## config.mk

```make
export PLATFORM = sky130hd
export DESIGN_NAME = elevator_scan_ctrl
export DESIGN_NICKNAME = d
export VERILOG_FILES = /design/src/rtl/elevator_scan_ctrl.sv
export SDC_FILE = /design/constraint.sdc
export NUM_CORES = 1
export LEC_CHECK = 0
export BUFFER_PORTS_ARGS = -buffer_cell sky130_fd_sc_hd__buf_2
export CAP_MARGIN = 10
export CORE_MARGIN = 2
export CORE_UTILIZATION = 50
export DETAILED_ROUTE_END_ITERATION = 10
export HOLD_SLACK_MARGIN = 0.06
export MAX_ROUTING_LAYER = met4
export PLACE_DENSITY_LB_ADDON = 0.3
export SLEW_MARGIN = 20
export SYNTH_ARGS = -nofsm -noshare
export SYNTH_HDL_FRONTEND = slang
export SYNTH_SLANG_ARGS = --single-unit
```

## constraint.sdc

```tcl
create_clock -name clk -period 8.77 [get_ports clk]
set_clock_uncertainty 0.1 [all_clocks]
set_input_delay 1.754 -clock clk [delete_from_list [all_inputs] [get_ports clk]]
set_output_delay 1.754 -clock clk [all_outputs]
set_load 0.005 [all_outputs]
```

## src/rtl/elevator_scan_ctrl.sv

```systemverilog
// SCAN elevator controller: serves requests in the current travel direction before
// reversing, with door timing, per-floor travel timing and an emergency stop.
module elevator_scan_ctrl #(
  parameter int unsigned NUM_FLOORS    = 8,
  parameter int unsigned DOOR_CYCLES   = 4,
  parameter int unsigned TRAVEL_CYCLES = 2,
  localparam int unsigned FW = (NUM_FLOORS > 2) ? $clog2(NUM_FLOORS) : 1
) (
  input  logic                  clk,
  input  logic                  rst,
  input  logic                  emergency_stop,
  input  logic [NUM_FLOORS-1:0] floor_request,
  output logic [2:0]            state,
  output logic [FW-1:0]         current_floor,
  output logic                  door_open,
  output logic                  direction,
  output logic [NUM_FLOORS-1:0] pending
);

  localparam int unsigned TW = (TRAVEL_CYCLES > 1) ? $clog2(TRAVEL_CYCLES) : 1;
  localparam int unsigned DW = (DOOR_CYCLES > 1) ? $clog2(DOOR_CYCLES) : 1;

  typedef enum logic [2:0] {
    S_IDLE  = 3'd0,
    S_UP    = 3'd1,
    S_DOWN  = 3'd2,
    S_DOOR  = 3'd3,
    S_ESTOP = 3'd4
  } state_t;

  state_t                cur_state, nxt_state;
  logic [FW-1:0]         floor_q, nxt_floor;
  logic                  dir_q, nxt_dir;
  logic                  door_q, nxt_door;
  logic [NUM_FLOORS-1:0] pend_q, nxt_pend;
  logic [TW-1:0]         tcnt_q, nxt_tcnt;
  logic [DW-1:0]         dcnt_q, nxt_dcnt;

  logic [NUM_FLOORS-1:0] req_eff;
  logic [NUM_FLOORS-1:0] beyond;
  logic [FW-1:0]         step_floor;
  logic                  at_end;

  function automatic logic [NUM_FLOORS-1:0] above_mask(input logic [FW-1:0] f);
    logic [NUM_FLOORS-1:0] m;
    for (int i = 0; i < int'(NUM_FLOORS); i++) m[i] = (i > int'(f));
    return m;
  endfunction

  function automatic logic [NUM_FLOORS-1:0] below_mask(input logic [FW-1:0] f);
    logic [NUM_FLOORS-1:0] m;
    for (int i = 0; i < int'(NUM_FLOORS); i++) m[i] = (i < int'(f));
    return m;
  endfunction

  // State and datapath registers
  always_ff @(posedge clk) begin
    if (rst) begin
      cur_state <= S_IDLE;
      floor_q   <= '0;
      dir_q     <= 1'b1;
      door_q    <= 1'b0;
      pend_q    <= '0;
      tcnt_q    <= '0;
      dcnt_q    <= '0;
    end else begin
      cur_state <= nxt_state;
      floor_q   <= nxt_floor;
      dir_q     <= nxt_dir;
      door_q    <= nxt_door;
      pend_q    <= nxt_pend;
      tcnt_q    <= nxt_tcnt;
      dcnt_q    <= nxt_dcnt;
    end
  end

  // Next-state, request latching and counter control
  always_comb begin
    req_eff    = pend_q | floor_request;
    step_floor = (cur_state == S_DOWN) ? floor_q - FW'(1) : floor_q + FW'(1);
    beyond     = (cur_state == S_DOWN) ? below_mask(step_floor) : above_mask(step_floor);
    at_end     = (cur_state == S_DOWN) ? (floor_q == '0) : (floor_q == FW'(NUM_FLOORS - 1));

    nxt_state = cur_state;
    nxt_floor = floor_q;
    nxt_dir   = dir_q;
    nxt_pend  = req_eff;
    nxt_tcnt  = tcnt_q;
    nxt_dcnt  = dcnt_q;

    if (emergency_stop) begin
      nxt_state = S_ESTOP;
      nxt_pend  = '0;
      nxt_tcnt  = '0;
      nxt_dcnt  = '0;
    end else begin
      unique case (cur_state)
        S_IDLE: begin
          nxt_tcnt = '0;
          nxt_dcnt = '0;
          if (req_eff[floor_q]) begin
            nxt_state         = S_DOOR;
            nxt_pend[floor_q] = 1'b0;
          end else if (dir_q && |(req_eff & above_mask(floor_q))) begin
            nxt_state = S_UP;
          end else if (|(req_eff & below_mask(floor_q))) begin
            nxt_state = S_DOWN;
            nxt_dir   = 1'b0;
          end else if (|(req_eff & above_mask(floor_q))) begin
            nxt_state = S_UP;
            nxt_dir   = 1'b1;
          end
        end
        S_UP, S_DOWN: begin
          if (tcnt_q == TW'(TRAVEL_CYCLES - 1)) begin
            nxt_tcnt = '0;
            // Never step past an end floor, even if state were corrupted
            if (at_end) begin
              nxt_state = S_IDLE;
            end else begin
              nxt_floor = step_floor;
              if (req_eff[step_floor]) begin
                nxt_state            = S_DOOR;
                nxt_pend[step_floor] = 1'b0;
                nxt_dcnt             = '0;
              end else if (!(|(req_eff & beyond))) begin
                nxt_state = S_IDLE;
              end
            end
          end else begin
            nxt_tcnt = tcnt_q + TW'(1);
          end
        end
        S_DOOR: begin
          if (floor_request[floor_q]) begin
            nxt_pend[floor_q] = 1'b0;
            nxt_dcnt          = '0;
          end else if (dcnt_q == DW'(DOOR_CYCLES - 1)) begin
            nxt_state = S_IDLE;
            nxt_dcnt  = '0;
          end else begin
            nxt_dcnt = dcnt_q + DW'(1);
          end
        end
        S_ESTOP: begin
          nxt_state = S_IDLE;
          nxt_pend  = '0;
          nxt_tcnt  = '0;
          nxt_dcnt  = '0;
        end
        default: begin
          nxt_state = S_IDLE;
          nxt_pend  = '0;
          nxt_tcnt  = '0;
          nxt_dcnt  = '0;
        end
      endcase
    end

    nxt_door = (nxt_state == S_DOOR);
  end

  assign state         = cur_state;
  assign current_floor = floor_q;
  assign door_open     = door_q;
  assign direction     = dir_q;
  assign pending       = pend_q;

endmodule
```

==> results.sh, run 1 <==
export IMPL_r2r_end="pending[5]"
export IMPL_num_rows=21
export IMPL_die_w_um=62.36
export IMPL_startpoint="current_floor[0]"
export IMPL_r2r_setup_slack_ns=4.95
export IMPL_critPathMaxStageDelay_ns=0.88
export IMPL_ys_seq_elements=19
export IMPL_status="finished clean"
export IMPL_cp_max_fo=23
export IMPL_worstPathArrival_ns=3.90
export IMPL_final_cell_area_um2=1851
export IMPL_path_buf_inv=1
export IMPL_grt_pass1_vias=1551
export IMPL_cts_resized=0
export IMPL_finalCritPeriodShare=0.4351
export IMPL_grt_first_pass_wirelength_mm=7.686
export IMPL_drive_gt1_frac=0.2108
export IMPL_placed_area_um2=1823
export IMPL_cts_hold_buf=0
export IMPL_start_util=0.5144
export IMPL_nets=242
export IMPL_area_delta_synth_final_pct=8.670
export IMPL_drc=0
export IMPL_finalPower_mw=0.1871
export IMPL_period_minus_slack_ns=3.815
export IMPL_cp_top_family="flip-flops"
export IMPL_dp_cells=265
export IMPL_required_ns=8.85
export IMPL_vias=1796
export IMPL_rsz0062_at_grt="no"
export IMPL_core_area_um2=3311
export IMPL_pre_cts_slack_ns=4.949
export IMPL_clockBufferDepth=2
export IMPL_avgSynthCellArea_um2=8.266
export IMPL_hpwl_mm=3.455
export IMPL_io_buffers=26
export IMPL_grt_overflow_total=0
export IMPL_yosysWarnings=0
export IMPL_whs_path_depth=2
export IMPL_clock_latency_ns=0.31
export IMPL_p_seq_frac=0.499
export IMPL_hold_worst_slack_ns=0.4752
export IMPL_power_density_cell_area_nw_per_um2=101.1
export IMPL_slew_headroom=0.4512
export IMPL_finalSetupViolCount=0
export IMPL_final_antenna_net_count=0
export IMPL_drt_iter0_drc=140
export IMPL_cts_num_sinks=19
export IMPL_end_kind="flip-flop"
export IMPL_ys_types=58
export IMPL_crit_type="flip-flop to flip-flop"
export IMPL_grt_max_degree=24
export IMPL_cts_buffers_inserted=3
export IMPL_cts_root_buf="clkbuf_4"
export IMPL_slew_violations=0
export IMPL_syn_inst=206
export IMPL_final_setup_tns_ns=0
export IMPL_final_cell_mix="28 x nor2_1, 26 x buf_2, 19 x dfxtp_1, 14 x a211oi_1, 11 x o21ai_0"
export IMPL_cp_cell_sequence="inv_2 -> ha_1 -> xnor2_1 -> mux4_2 -> mux2i_4 -> a21boi_2 -> nor3_4 -> a211oi_1"
export IMPL_synth_seq_area_share=0.2234
export IMPL_worst_slack_ns=4.955
export IMPL_leakagePower_nw=0.6769
export IMPL_place_congestion=0.9387
export IMPL_cp_slowest_cell="dfxtp_1"
export IMPL_final_common_cell="nor2_1"
export IMPL_worst_slew_pin_slew_ns=0.8173
export IMPL_antenna_found_initial=0
export IMPL_htreeDepth=1
export IMPL_swShare=0.3335
export IMPL_fmax_mhz=262.1
export IMPL_routed_wl_mm=4.704
export IMPL_hold_path_class="flip-flop to flip-flop"
export IMPL_die_area_um2=3889
export IMPL_worstHoldStart="dcnt_q[1]"
export IMPL_diodes=0
export IMPL_synth_ff_type="dfxtp_1"
export IMPL_cts_tree="done"
export IMPL_internal_power_mw=0.1247
export IMPL_stdcell_count=269
export IMPL_cap_violations=0
export IMPL_start_kind="flip-flop"
export IMPL_post_cts_buffers=0
export IMPL_vias_per_cell=6.677
export IMPL_grt_usage=0.2512
export IMPL_peakVddDrop_mv=0.05671
export IMPL_reg2reg_depth=8
export IMPL_path_clk_slew_ns=0.12
export IMPL_pin_count=27
export IMPL_first_pass_iters=5
export IMPL_wl_per_cell_um=17.49
export IMPL_synth_edf_count=0
export IMPL_power_frac_clock=0.254
export IMPL_timing_rr_start="current_floor[0]"
export IMPL_switching_power_mw=0.06242
export IMPL_syn_nets=224
export IMPL_die_h_um=62.36
export IMPL_pwr_share_comb=0.247
export IMPL_hold_viol=0
export IMPL_worstHoldEndpoint="dcnt_q[1]"
export IMPL_post_route_util=0.5590
export IMPL_synth_async_reset_ratio=0
export IMPL_syn_area_um2=1703
[cells by family after synthesis]
family | Yosys count | synth area share
compound gates | 76 | 0.3204
simple gates | 72 | 0.2337
flops | 19 | 0.2234
buf+inv | 18 | 0.05069
mux | 8 | 0.08523
fa+ha+maj | 7 | 0.05143
xor+xnor | 6 | 0.03527
[worst min-delay path, cell delays in order, from the launching register on]
cell and delay [ns]:
dfxtp_1 0.33, a22oi_1 0.15, nor3_1 0.06
[how the worst max path moves through the flow]
stage	slack, ns	depth (start not counted)	to
global placement	4.96	8	pending[4]
CTS	5.01	8	pending[3]
global route	4.73	8	pending[0]
finish	4.95	8	pending[5]
detailed placement	4.95	8	pending[4]
floorplan	5.35	7	pending[4]
[cell type report]
class / count / area, um2
well taps: 46 / 57.56
inverters: 5 / 18.77
clock buffers: 3 / 22.52
multi-input cells: 169 / 1236
fillers: 311 / 1460
flip-flops and latches: 19 / 380.4
clock inverters: 1 / 5.005
repair buffers: 26 / 130.1
[synthesized netlist by cell type (5+ instances only)]
| master | number | area [um2] |
|---|---|---|
| nor3_1 | 7 | 35.03 |
| a21oi_1 | 10 | 50.05 |
| a211oi_1 | 14 | 105.1 |
| a31oi_1 | 6 | 37.54 |
| dfxtp_1 | 19 | 380.4 |
| a221o_1 | 5 | 50.05 |
| o21ai_0 | 11 | 55.05 |
| nand2_1 | 7 | 26.28 |
| clkbuf_1 | 8 | 30.03 |
| ha_1 | 7 | 87.58 |
| nor2_1 | 28 | 105.1 |
[registers in the layout, summed over array words and instances (netlist names)]
register       flops
dcnt_q             2
pending            8
current_floor      3
direction          1
state              3
tcnt_q             1
door_open          1
[routing by layer]
metal | track usage | routed length, um | share of wire
met2 | 0.3641 | 2095 | 0.45
met4 | 0.08889 | 78 | 0.017
met1 | 0.3527 | 2003 | 0.43
met5 | - | 0 | 0
met3 | 0.04529 | 527 | 0.11
[power by group through the flow]
stage,registers (mW),logic [mW],clock network [mW]
floorplan,0.0929,0.0340,0
global placement,0.0953,0.0453,0
detailed placement,0.0952,0.0448,0
CTS,0.0933,0.0450,0.0482
global route,0.0940,0.0499,0.0548
finish,0.0935,0.0462,0.0474
Power figures use the tool's default switching activity.
==> run 2, diff against run 1 <==
--- a/config.mk
+++ b/config.mk
@@ -5,6 +5,7 @@
 export SDC_FILE = /design/constraint.sdc
 export NUM_CORES = 1
 export LEC_CHECK = 0
+export ABC_AREA = 1
 export BUFFER_PORTS_ARGS = -buffer_cell sky130_fd_sc_hd__buf_2
 export CAP_MARGIN = 10
 export CORE_MARGIN = 2
==> constraint.sdc (replaced) <==
create_clock -name clk -period 3.55 [get_ports clk]
set_clock_uncertainty 0.1 [all_clocks]
set_input_delay 0.71 -clock clk [delete_from_list [all_inputs] [get_ports clk]]
set_output_delay 0.71 -clock clk [all_outputs]
set_load 0.005 [all_outputs]
==> run 2 against run 1 <==
Effect of this change:
- sequential power increased by 140%
- wire length rose by 22%
- synthesized area rose by 11%
- critical endpoint is now door_open
- largest cell class unchanged
- synthesized cell count rose by 50%
==> results.sh, run 2 <==
export IMPL_yosysMostFrequentCell="nand2_1"
export IMPL_n_fill_cell=379
export IMPL_reg2reg_depth=15
export IMPL_drt_iter0_drc=228
export IMPL_cp_cell_sequence="inv_2 -> ha_1 -> inv_1 -> nand2_4 -> nand2_4 -> nor2_4 -> nand2_2 -> nand2_1 -> nand2_1 -> nor2_1 -> nand2_1 -> nand2_1 -> nand2_1 -> a21oi_2 -> nor2_1"
export IMPL_multiInputGateArea_um2=1311
export IMPL_yosys_top_cells_area="dfxtp_1 20%, nand2_1 19%, nand3_1 6.6%"
export IMPL_cap_violations=0
export IMPL_start_util=0.5193
export IMPL_synth_seq_area_share=0.2016
export IMPL_synth_top_area_frac=0.2016
export IMPL_ys_types=31
export IMPL_hold_viol=0
export IMPL_register_area_um2=380.4
export IMPL_cp_slowest_cell="dfxtp_1"
export IMPL_io_buffers=26
export IMPL_finalSetupViolCount=0
export IMPL_cts_tree="done"
export IMPL_netlist_top_cells_count="94 x nand2_1, 29 x inv_1, 29 x nor2_1, 25 x nand3_1, 20 x o21ai_0"
export IMPL_crit_path_frequent_cell="nand2_1"
export IMPL_internal_power_mw=0.3450
export IMPL_worst_slew_pin_slew_ns=0.6408
export IMPL_drc=0
export IMPL_critPathMaxStageDelay_ns=0.60
export IMPL_synth_async_reset_ratio=0
export IMPL_antenna_found_initial=0
export IMPL_leakagePower_nw=1.026
export IMPL_final_setup_tns_ns=0
export IMPL_yosysWarnings=0
export IMPL_clockBufferDepth=2
export IMPL_wl_per_cell_um=15.11
export IMPL_pwr_share_comb=0.265
export IMPL_power_density_cell_area_nw_per_um2=252.1
export IMPL_first_pass_iters=7
export IMPL_pin_count=27
export IMPL_largest_reg_flops=8
export IMPL_grt_usage=0.2925
export IMPL_cp_top_family="simple AND/OR/NAND/NOR gates"
export IMPL_syn_area_um2=1887
export IMPL_vias_per_cell=5.584
export IMPL_worstPathArrival_ns=2.61
export IMPL_hpwl_mm=4.429
export IMPL_fmax_mhz=391.8
export IMPL_avgSynthCellArea_um2=6.126
export IMPL_cp_max_fo=13
export IMPL_place_congestion=1.053
export IMPL_routed_wl_mm=5.740
export IMPL_path_clk_slew_ns=0.08
export IMPL_core_area_um2=3633
export IMPL_num_rows=22
export IMPL_area_delta_synth_final_pct=9.947
export IMPL_cp_depth=15
export IMPL_swShare=0.3403
export IMPL_finalPower_mw=0.5230
export IMPL_cts_buffers_inserted=3
export IMPL_crit_type="flip-flop to flip-flop"
export IMPL_slew_headroom=0.5722
export IMPL_power_frac_clock=0.302
export IMPL_synth_ff_type="dfxtp_1"
export IMPL_period_minus_slack_ns=2.552
export IMPL_drive_gt1_frac=0.1988
export IMPL_diodes=0
export IMPL_ys_seq_elements=19
export IMPL_endpoint="door_open"
export IMPL_final_common_cell="nand2_1"
export IMPL_end_kind="flip-flop"
export IMPL_post_cts_buffers=0
export IMPL_cts_num_sinks=19
export IMPL_syn_nets=326
export IMPL_die_h_um=65.43
export IMPL_start_kind="flip-flop"
export IMPL_status="finished clean"
export IMPL_grt_max_degree=24
export IMPL_timing_rr_start="current_floor[1]"
export IMPL_finalCritPeriodShare=0.7189
export IMPL_grt_overflow_total=0
export IMPL_final_cell_mix="94 x nand2_1, 29 x inv_1, 29 x nor2_1, 26 x buf_2, 25 x nand3_1"
export IMPL_rsz0062_at_grt="no"
export IMPL_vias=2122
export IMPL_startpoint="current_floor[1]"
export IMPL_final_antenna_net_count=0
export IMPL_clock_latency_ns=0.26
export IMPL_die_area_um2=4281
export IMPL_path_buf_inv=2
export IMPL_die_w_um=65.43
export IMPL_p_seq_frac=0.433
export IMPL_cts_hold_buf=0
export IMPL_syn_inst=308
export IMPL_post_route_util=0.5709
export IMPL_hold_path_class="flip-flop to flip-flop"
export IMPL_htreeDepth=1
export IMPL_peakVddDrop_mv=0.1811
export IMPL_r2r_setup_slack_ns=1.0
export IMPL_cts_root_buf="clkbuf_8"
export IMPL_switching_power_mw=0.1780
export IMPL_grt_pass1_vias=1937
export IMPL_synth_edf_count=0
export IMPL_synth_area_leader_cell="dfxtp_1"
export IMPL_grt_first_pass_wirelength_mm=9.439
export IMPL_r2r_end="door_open"
export IMPL_nets=351
export IMPL_slew_violations=0
export IMPL_required_ns=3.61
export IMPL_cts_resized=0
==> run 2: cell count changes after synthesis, sizes merged, moves of 5 or more <==
| cell | before | now |
|---|---|---|
| a221o | 5 | 0 |
| clkbuf | 8 | 0 |
| nand2 | 7 | 108 |
| o21ai | 13 | 22 |
| nor3 | 8 | 3 |
| nand3 | 3 | 26 |
| nor2 | 28 | 36 |
| a21oi | 10 | 20 |
| a211oi | 14 | 4 |
| xnor2 | 5 | 0 |
| inv | 5 | 35 |
==> run 2: kinds of logic (layout without fill, tap and decap cells) <==
kind of cell / Yosys count / after routing / synth area share
AND/OR/NAND/NOR: 179 / 179 / 0.4443
adder cells (fa/ha/maj): 7 / 7 / 0.04642
buffers and inverters: 43 / 67 / 0.1034
flip-flops: 19 / 19 / 0.2016
AO/OA/AOI/OAI: 60 / 60 / 0.2042
==> run 2: worst register-to-register path, delay by kind of cell (launching register included) <==
kind | cells | cell delay, ns
buffers and inverters | 2 | 0.28
flip-flops | 1 | 0.60
adder cells (fa/ha/maj) | 1 | 0.42
AND/OR/NAND/NOR | 11 | 0.90
AO/OA/AOI/OAI | 1 | 0.15
==> run 2: cell type report <==
cell class / instances / area share
clock buffer: 3 / 0.01990
clock inverter: 1 / 0.002413
inverter: 35 / 0.06333
multi-input combinational: 246 / 0.6321
sequential: 19 / 0.1834
tap: 48 / 0.02895
timing repair buffer: 28 / 0.06996
==> run 2: per-layer routing <==
metal  vias up  GRT usage  wire length [um]
met5         -          -                 0
met4         0    0.06771               120
met3        13    0.04110               477
met2       111     0.4783              2554
met1       936     0.3845              2588
li1       1062          -                 -
==> run 2: how the worst min path moves through the flow <==
stage	startpoint	endpoint	slack, ns	cells after the start
floorplan	tcnt_q	tcnt_q	0.34	2
global placement	tcnt_q	tcnt_q	0.35	2
detailed placement	tcnt_q	tcnt_q	0.36	2
CTS	tcnt_q	tcnt_q	0.37	2
global route	tcnt_q	tcnt_q	0.39	2
finish	tcnt_q	tcnt_q	0.37	2
==> run 2: through the flow <==
step                      setup WS, ns  hold slack (ns)  std cells  area [um2]
final                           0.9979           0.3698        380        2074
after CTS                        1.023           0.3727        380        2074
after detailed placement         1.044           0.3610        376        2028
after global placement           1.122           0.3545        376        2028
after floorplan                  1.276           0.3445        308        1887
after global routing            0.6991           0.3867        380        2074
==> run 2: power by group through the flow <==
stage / combinational, mW / sequential, mW / clock [mW]
floorplan: 0.0968 / 0.230 / 0
global placement: 0.137 / 0.231 / 0
detailed placement: 0.135 / 0.231 / 0
CTS: 0.136 / 0.226 / 0.162
global route: 0.155 / 0.227 / 0.164
finish: 0.139 / 0.226 / 0.158
